**src/rtl/serial_arith_pkg.sv**
```systemverilog
// Shared types and defaults for the bit-serial arithmetic blocks.
package serial_arith_pkg;

    typedef enum logic [1:0] {
        S_IDLE,
        S_BUSY,
        S_DONE
    } sub_state_t;

    localparam int SERIAL_WIDTH_DEF = 8;

endpackage

```
**src/rtl/full_subtractor.sv**
```systemverilog
// One-bit full subtractor: d = a - b - bin, with borrow out.
module full_subtractor (
    input  logic a,
    input  logic b,
    input  logic bin,
    output logic d,
    output logic bout
);

    assign d    = a ^ b ^ bin;
    assign bout = (~a & b) | (~(a ^ b) & bin);

endmodule

```
**src/rtl/serial_subtractor.sv**
```systemverilog
// Bit-serial a - b - bin, LSB first, one bit per clock through a single
// full-subtractor cell. Operands in and result out via valid/ready.
//
// state  | meaning
// S_IDLE | waiting for operands, in_ready high
// S_BUSY | shifting one bit per clock through the cell
// S_DONE | result held, out_valid high until out_ready
module serial_subtractor
    import serial_arith_pkg::*;
#(
    parameter int WIDTH = SERIAL_WIDTH_DEF
) (
    input  logic             clk,
    input  logic             rst_n,
    input  logic             in_valid,
    output logic             in_ready,
    input  logic [WIDTH-1:0] a,
    input  logic [WIDTH-1:0] b,
    input  logic             bin,
    output logic             out_valid,
    input  logic             out_ready,
    output logic [WIDTH-1:0] diff,
    output logic             bout,
    output logic             ovf
);

    localparam int            CW   = $clog2(WIDTH);
    localparam logic [CW-1:0] LAST = CW'(WIDTH - 1);

    sub_state_t       state;
    sub_state_t       state_nxt;
    logic [WIDTH-1:0] a_sh;
    logic [WIDTH-1:0] b_sh;
    // Holds the WIDTH-1 bits produced so far; the final bit is joined on the last edge.
    logic [WIDTH-2:0] diff_sh;
    logic [WIDTH-1:0] diff_nxt;
    logic [CW-1:0]    cnt;
    logic             br;
    logic             a_msb;
    logic             b_msb;
    logic             cell_d;
    logic             cell_bo;
    logic             accept;
    logic             last_bit;

    full_subtractor u_cell (
        .a    (a_sh[0]),
        .b    (b_sh[0]),
        .bin  (br),
        .d    (cell_d),
        .bout (cell_bo)
    );

    assign diff_nxt = {cell_d, diff_sh};
    assign accept   = in_valid && in_ready;
    assign last_bit = (state == S_BUSY) && (cnt == LAST);

    // State register.
    always_ff @(posedge clk) begin
        if (!rst_n) begin
            state <= S_IDLE;
        end else begin
            state <= state_nxt;
        end
    end

    // Next-state and handshake outputs.
    always_comb begin
        state_nxt = state;
        in_ready  = 1'b0;
        out_valid = 1'b0;
        case (state)
            S_IDLE: begin
                in_ready = 1'b1;
                if (in_valid) begin
                    state_nxt = S_BUSY;
                end
            end
            S_BUSY: begin
                if (cnt == LAST) begin
                    state_nxt = S_DONE;
                end
            end
            S_DONE: begin
                out_valid = 1'b1;
                if (out_ready) begin
                    state_nxt = S_IDLE;
                end
            end
            default: begin
                state_nxt = S_IDLE;
            end
        endcase
    end

    // Operand capture, bit-serial shifting and result registers.
    always_ff @(posedge clk) begin
        if (!rst_n) begin
            a_sh    <= '0;
            b_sh    <= '0;
            diff_sh <= '0;
            cnt     <= '0;
            br      <= 1'b0;
            a_msb   <= 1'b0;
            b_msb   <= 1'b0;
            diff    <= '0;
            bout    <= 1'b0;
            ovf     <= 1'b0;
        end else if (accept) begin
            a_sh  <= a;
            b_sh  <= b;
            br    <= bin;
            cnt   <= '0;
            a_msb <= a[WIDTH-1];
            b_msb <= b[WIDTH-1];
        end else if (state == S_BUSY) begin
            a_sh    <= a_sh >> 1;
            b_sh    <= b_sh >> 1;
            diff_sh <= diff_nxt[WIDTH-1:1];
            br      <= cell_bo;
            cnt     <= cnt + CW'(1);
            if (last_bit) begin
                diff <= diff_nxt;
                bout <= cell_bo;
                ovf  <= (a_msb != b_msb) && (cell_d != a_msb);
            end
        end
    end

endmodule
```
**config.mk**
```make
export PLATFORM = sky130hd
export DESIGN_NAME = serial_subtractor
export DESIGN_NICKNAME = d
export VERILOG_FILES = /design/src/rtl/serial_arith_pkg.sv /design/src/rtl/full_subtractor.sv /design/src/rtl/serial_subtractor.sv
export SDC_FILE = /design/constraint.sdc
export NUM_CORES = 1
export LEC_CHECK = 0
export CAP_MARGIN = 20
export CORE_AREA = 2 2 65 61
export DETAILED_ROUTE_END_ITERATION = 7
export DIE_AREA = 0 0 67 63
export GPL_TIMING_DRIVEN = 0
export PLACE_DENSITY = 0.75
export SYNTH_ARGS = -nofsm -noshare
export SYNTH_HDL_FRONTEND = slang
export SYNTH_SLANG_ARGS = --single-unit
```
**constraint.sdc**
```tcl
create_clock -name clk -period 1.9 [get_ports clk]
set_clock_uncertainty 0.15 [all_clocks]
set_input_delay 0.38 -clock clk [delete_from_list [all_inputs] [get_ports clk]]
set_output_delay 0.38 -clock clk [all_outputs]
set_load 0.01 [all_outputs]
```
==> results of run 1 <==
-- power breakdown --
| group | leakage, uW | internal [uW] | total [uW] | switching, uW |
|---|---|---|---|---|
| Sequential | 0.000336 | 901 | 925 | 24.9 |
| Clock | 0.0000574 | 427 | 736 | 309 |
| Combinational | 0.000411 | 109 | 220 | 111 |
-- sequential cells by signal, indices dropped and copies added (netlist names) --
signal and cells:
a_sh 8, b_sh 8, diff 8, diff_sh 7, cnt 3, state 2
a_msb 1, b_msb 1, bout 1, br 1, ovf 1
-- cell type report --
class	instances	area share [%]
clock buffers	6	3.76
flip-flops and latches	41	37.5
well taps	46	2.62
multi-input cells	147	36.6
plain buffers	14	3.42
inverters	2	0.342
repair buffers	31	14.0
clock inverters	2	1.71
-- through the flow --
| stage | area, um2 | power [uW] |
|---|---|---|
| detailed placement | 2070 | 1170 |
| CTS | 2190 | 1890 |
| floorplan | 1700 | 1080 |
| global placement | 2070 | 1160 |
| finish | 2190 | 1880 |
| global route | 2190 | 1960 |
-- critical path: cells and delay by family, from the launching register on --
kind / cells / cell delay, ns
flip-flops: 1 / 0.37
buffers and inverters: 2 / 0.46
AND/OR/NAND/NOR: 1 / 0.18
-- final timing paths --
| kind | startpoint | end | cells past startpoint | slack (ns) |
|---|---|---|---|---|
| max reg2reg | cnt[0] | bout | 6 | 0.24 |
| min reg2reg | b_sh[3] | b_sh[2] | 2 | 0.30 |
| min | b_sh[3] | b_sh[2] | 2 | 0.30 |
| max | state[1] | out_valid | 3 | 0.06 |
-- cell usage in the layout, fill, tap and decap left out, types with 3 or more instances in the layout --
cell type	netlist	final
a21boi_0	19	19
a21oi_1	29	29
buf_2	8	6
clkbuf_1	5	5
clkbuf_8	0	6
clkdlybuf4s50_1	0	29
dfxtp_1	41	39
nand2_1	53	53
nor2_1	7	7
nor2b_1	4	4
o21ai_0	7	7
o21ai_1	9	9
o221a_2	3	3
-- routing by layer --
layer / global-route usage, % / up-vias / part of all wire, %
met1: 23.8 / 644 / 49
met3: 4.32 / 12 / 3.8
li1: - / 764 / -
met4: 12.5 / 0 / 3.6
met5: 0 / - / 0
met2: 27.1 / 36 / 43
-- kinds of logic after synthesis --
family | share of synthesized area [%]
simple gates | 19.0
compound gates | 25.0
flops | 48.2
buf+inv | 4.56
fa+ha+maj | 2.65
xor+xnor | 0.515
-- repair_timing --
action                     CTS  global route
hold endpoints to repair     0             0
resized for setup            4             2
hold buffers                 0             0
setup endpoints to repair    2             2
==> metrics.cfg, run 1 <==
[worst_setup_path]
critPathLaunchType=flop
critical_path_peak_fanout=10
worstSetupPathType=flop to output port
crit_arrival_ns=1.31
slowest_delay_ns=0.37
crit_chain=buf_4 > nor2b_1 > dlygate4sd2_1
cp.required_ns=1.37
end_kind=output port
cp_slowest_cell=dfxtp_2

[route]
wl_per_cell_um=12.0
drt.antenna.violating_nets=0
drt_drc_violations_left=0
routed_wl_um=3460
vias=1456
drt_iter0_drc=72
vias_per_cell=5.04
first_pass_iters=4

[synthesis]
ys.flop_type=dfxtp_1
ys_types=27
synth_most_common_cell=nand2_1
seq_area_frac_synth_pct=48.2
synth_edf_count=0
synth_nets=228
ys_ff_latch=41
synth_area_leaders=dfxtp_1 48%, nand2_1 12%, a21oi_1 8.5%
synth_common_cells=53 x nand2_1, 41 x dfxtp_1, 29 x a21oi_1, 19 x a21boi_0, 9 x o21ai_1
ys_async_sr_fraction_pct=0
synth_top_area_share_pct=48.2
ys_warn_count=0
netlist_area_um2=1700
syn_avg_cell_area_um2=8.34
synth_top_cell_by_area=dfxtp_1
synthCells=204

[grt]
overflow=0
grt_pass1_wl_um=5930
first_global_vias=1382
grt_max_degree=14
antenna_found_initial=0
track_usage_pct=18.5

[die]
rows=21
io_pins=33
die_height_um=63
die-area_um2=4220
die_x_um=67
coreArea_um2=3570
start_util_pct=47.6

[sta]
relSlewSlack_pct=71.2
rsz0062_at_grt=no
final_max_slew_viol_count=0
layout_setup_ws_ns=0.0609
maxClockFrequency_mhz=544
whs_ns=0.301
fin_crit_sh_pct=96.8
worst_slew_pin_slew_ns=0.433
setup_viol=0
fin_crit_ns=1.84
finalHoldViolCount=0
setup_tns_ns=0

[clock_tree]
cts_buffers=5
post_cts_buffers=0
clk_latency_ns=0.30
cts-root-buf=clkbuf_8
clockBufferDepth=2
cts_max_level=2
cts_tree=done
cts.sinks=41
clk_pin_slew_ns=0.08

[finish]
layout-drive-gt1-share_pct=9.88
utilization_pct=61.4
diodes=0
layoutNonFillerInstCount=289
seqCellArea_um2=823
nFillCells=354
syn_to_final_growth_pct=29.0
nNetsFinal=266
multi_input_area_um2=803

[power]
power.leakage_uw=0.000805
irDropWorstVdd_mv=0.540
cellPowerDensity_nw_per_um2=857

[run]
maxCapViolations=0

[place]
hpwl_um=2470
placed_cells=281
port_buffers=31
pre_cts_slack_ns=-0.158
gp_congestion=0.746

[min_path]
worstHoldPathType=flop to flop

[status]
status=completed

No activity file was read; power rests on OpenSTA's default activity.
==> run 2, diff against run 1 <==
Settings changed: CAP_MARGIN 20 to 25.
==> results of run 2 <==
Same layout as run 1: the final DEF is identical, and so are final timing and power.
==> run 3, diff against run 2 <==
--- a/constraint.sdc
+++ b/constraint.sdc
@@ -4,2 +4,2 @@
 set_output_delay 0.38 -clock clk [all_outputs]
-set_load 0.01 [all_outputs]
+set_load 0.1 [all_outputs]
==> metrics.cfg, run 3 (synthesized netlist as in run 1, its figures left out) <==
[route]
drt_iter0_drc=63  ; was 72
first_pass_iters=4  ; unchanged
routed_wl_um=3390  ; was 3460 um
drt_drc_violations_left=0  ; unchanged
vias_per_cell=5.23  ; was 5.04
wl_per_cell_um=11.7  ; was 12.0 um
drt.antenna.violating_nets=0  ; unchanged
vias=1511  ; was 1456

[worst_setup_path]
timing.rr.start=cnt[0]  ; unchanged
critical_path_peak_fanout=10  ; unchanged
critPathLaunchType=flop  ; unchanged
path_delay_family=buffers and inverters  ; unchanged
cp.required_ns=1.37  ; about the same
path_buf_inv=2  ; unchanged
reg2reg_slack_ns=0.28  ; was 0.24 ns
crit_chain=buf_4 > nor2b_4 > buf_8  ; was buf_4 > nor2b_1 > dlygate4sd2_1
r2r-end=diff[3]  ; was bout
cp_slowest_cell=dfxtp_1  ; was dfxtp_2
r2r_cells=6  ; unchanged
worstSetupPathType=flop to output port  ; unchanged
end_kind=output port  ; unchanged
slowest_delay_ns=0.41  ; was 0.37 ns
crit_arrival_ns=1.29  ; was 1.31 ns

[clock_tree]
cts_resized=43  ; was 4
cts_hold_buf=0  ; unchanged
clk_latency_ns=0.30  ; about the same
cts.sinks=41  ; unchanged
cts_buffers=5  ; unchanged
cts-root-buf=clkbuf_8  ; unchanged
cts_tree=done  ; unchanged
clockBufferDepth=2  ; unchanged
cts_max_level=2  ; unchanged
post_cts_buffers=0  ; unchanged
clk_pin_slew_ns=0.09  ; was 0.08 ns

[power]
power.leakage_uw=0.000801  ; was 0.000805 uW
cellPowerDensity_nw_per_um2=801  ; was 857 nW/um2
irDropWorstVdd_mv=0.535  ; was 0.540 mV
total_power_uw=1760  ; was 1880 uW

[sta]
worst_slew_pin_slew_ns=0.543  ; was 0.433 ns
final_max_slew_viol_count=0  ; unchanged
fin_crit_ns=1.82  ; was 1.84 ns
maxClockFrequency_mhz=550  ; was 544 MHz
fin_crit_sh_pct=95.7  ; was 96.8%
setup_viol=0  ; unchanged
relSlewSlack_pct=63.9  ; was 71.2%
finalHoldViolCount=0  ; unchanged
rsz0062_at_grt=no  ; unchanged

[status]
status=completed  ; unchanged

[place]
port_buffers=31  ; unchanged
hpwl_um=2420  ; was 2470 um
placed_cells=281  ; unchanged
gp_congestion=0.734  ; was 0.746

[die]
io_pins=33  ; unchanged
coreArea_um2=3570  ; unchanged
die-area_um2=4220  ; unchanged
rows=21  ; unchanged
start_util_pct=47.6  ; unchanged
die_x_um=67  ; unchanged
die_height_um=63  ; unchanged

[grt]
grt_pass1_wl_um=5820  ; was 5930 um
overflow=0  ; unchanged
antenna_found_initial=0  ; unchanged
first_global_vias=1302  ; was 1382
track_usage_pct=17.8  ; was 18.5%
grt_max_degree=14  ; unchanged

[finish]
layout-drive-gt1-share_pct=14.8  ; was 9.88%
multi_input_area_um2=813  ; was 803 um2
layout_common_cells=53 x nand2_1, 41 x dfxtp_1, 29 x a21oi_1  ; was 53 x nand2_1, 39 x dfxtp_1, 29 x a21oi_1, 29 x clkdlybuf4s50_1, 19 x a21boi_0
diodes=0  ; unchanged
nFillCells=340  ; was 354
largestRegisters=a_sh (8), b_sh (8), diff (8)  ; unchanged
utilization_pct=61.4  ; about the same
final_common_cell=nand2_1  ; unchanged
seqCellArea_um2=821  ; was 823 um2
syn_to_final_growth_pct=28.9  ; was 29.0%
nNetsFinal=266  ; unchanged
layoutNonFillerInstCount=289  ; unchanged

[min_path]
hold_path_end=a_sh[6]  ; was b_sh[2]
worstHoldPathType=flop to flop  ; unchanged
min-delay-start=a_sh[7]  ; was b_sh[3]
whs_path_depth=2  ; unchanged

[run]
maxCapViolations=0  ; unchanged

-- run 3: changes by cell type in the layout (fill, tap and decap cells not counted), moves of 2 or more --
| cell | change |
|---|---|
| clkdlybuf4s15_2 | +10 |
| clkdlybuf4s50_1 | -10 |
| dfxtp_1 | +2 |
| dfxtp_2 | -2 |
| dlygate4sd2_1 | -2 |
-- run 3: final cells by class --
cell class / count / area share (%)
buffer: 14 / 3.31
clock buffer: 6 / 3.76
clock inverter: 2 / 0.627
inverter: 2 / 0.342
multi-input combinational: 147 / 37.1
sequential: 41 / 37.4
tap: 46 / 2.62
timing repair buffer: 31 / 14.8
-- run 3: power by group --
part	internal, uW	switching (uW)
clock	294	303
combinational	109	125
sequential	900	24.4
-- run 3: how the worst max path moves through the flow --
stage,from,to,slack [ns],cells after the start
finish,state[1],out_valid,0.08,3
global route,state[1],out_valid,0.03,3
CTS,state[1],out_valid,0.006,3
detailed placement,state[1],out_valid,-0.54,3
global placement,state[1],out_valid,-0.55,3
floorplan,state[0],in_ready,0.07,2
-- run 3: worst register-to-register path: cells and delay by family (launching register included) --
family / cells / cell delay [ns]
and+or+nand+nor: 2 / 0.30
DFF: 1 / 0.35
adders and majority gates: 2 / 0.36
buffers and inverters: 1 / 0.23
AOI/OAI and AO/OA: 1 / 0.15
-- run 3: stage by stage --
step                      area, um2  setup slack [ns]  hold slack [ns]  TNS [ns]
after global placement         2080            -0.549            0.290     -3.27
after floorplan                1710            0.0720            0.277         0
final                          2190            0.0810            0.289         0
after CTS                      2190           0.00560            0.294         0
after global routing           2190            0.0269            0.317         0
after detailed placement       2080            -0.539            0.296     -3.50
-- run 3: per-layer routing --
| layer | routed length (um) | part of all wire (%) | track usage, % | vias up |
|---|---|---|---|---|
| li1 | - | - | - | 762 |
| met1 | 1670 | 49 | 23.3 | 708 |
| met2 | 1510 | 44 | 28.1 | 37 |
| met3 | 169 | 5.0 | 3.78 | 4 |
| met4 | 45 | 1.3 | 6.89 | 0 |
| met5 | 0 | 0 | 0 | - |
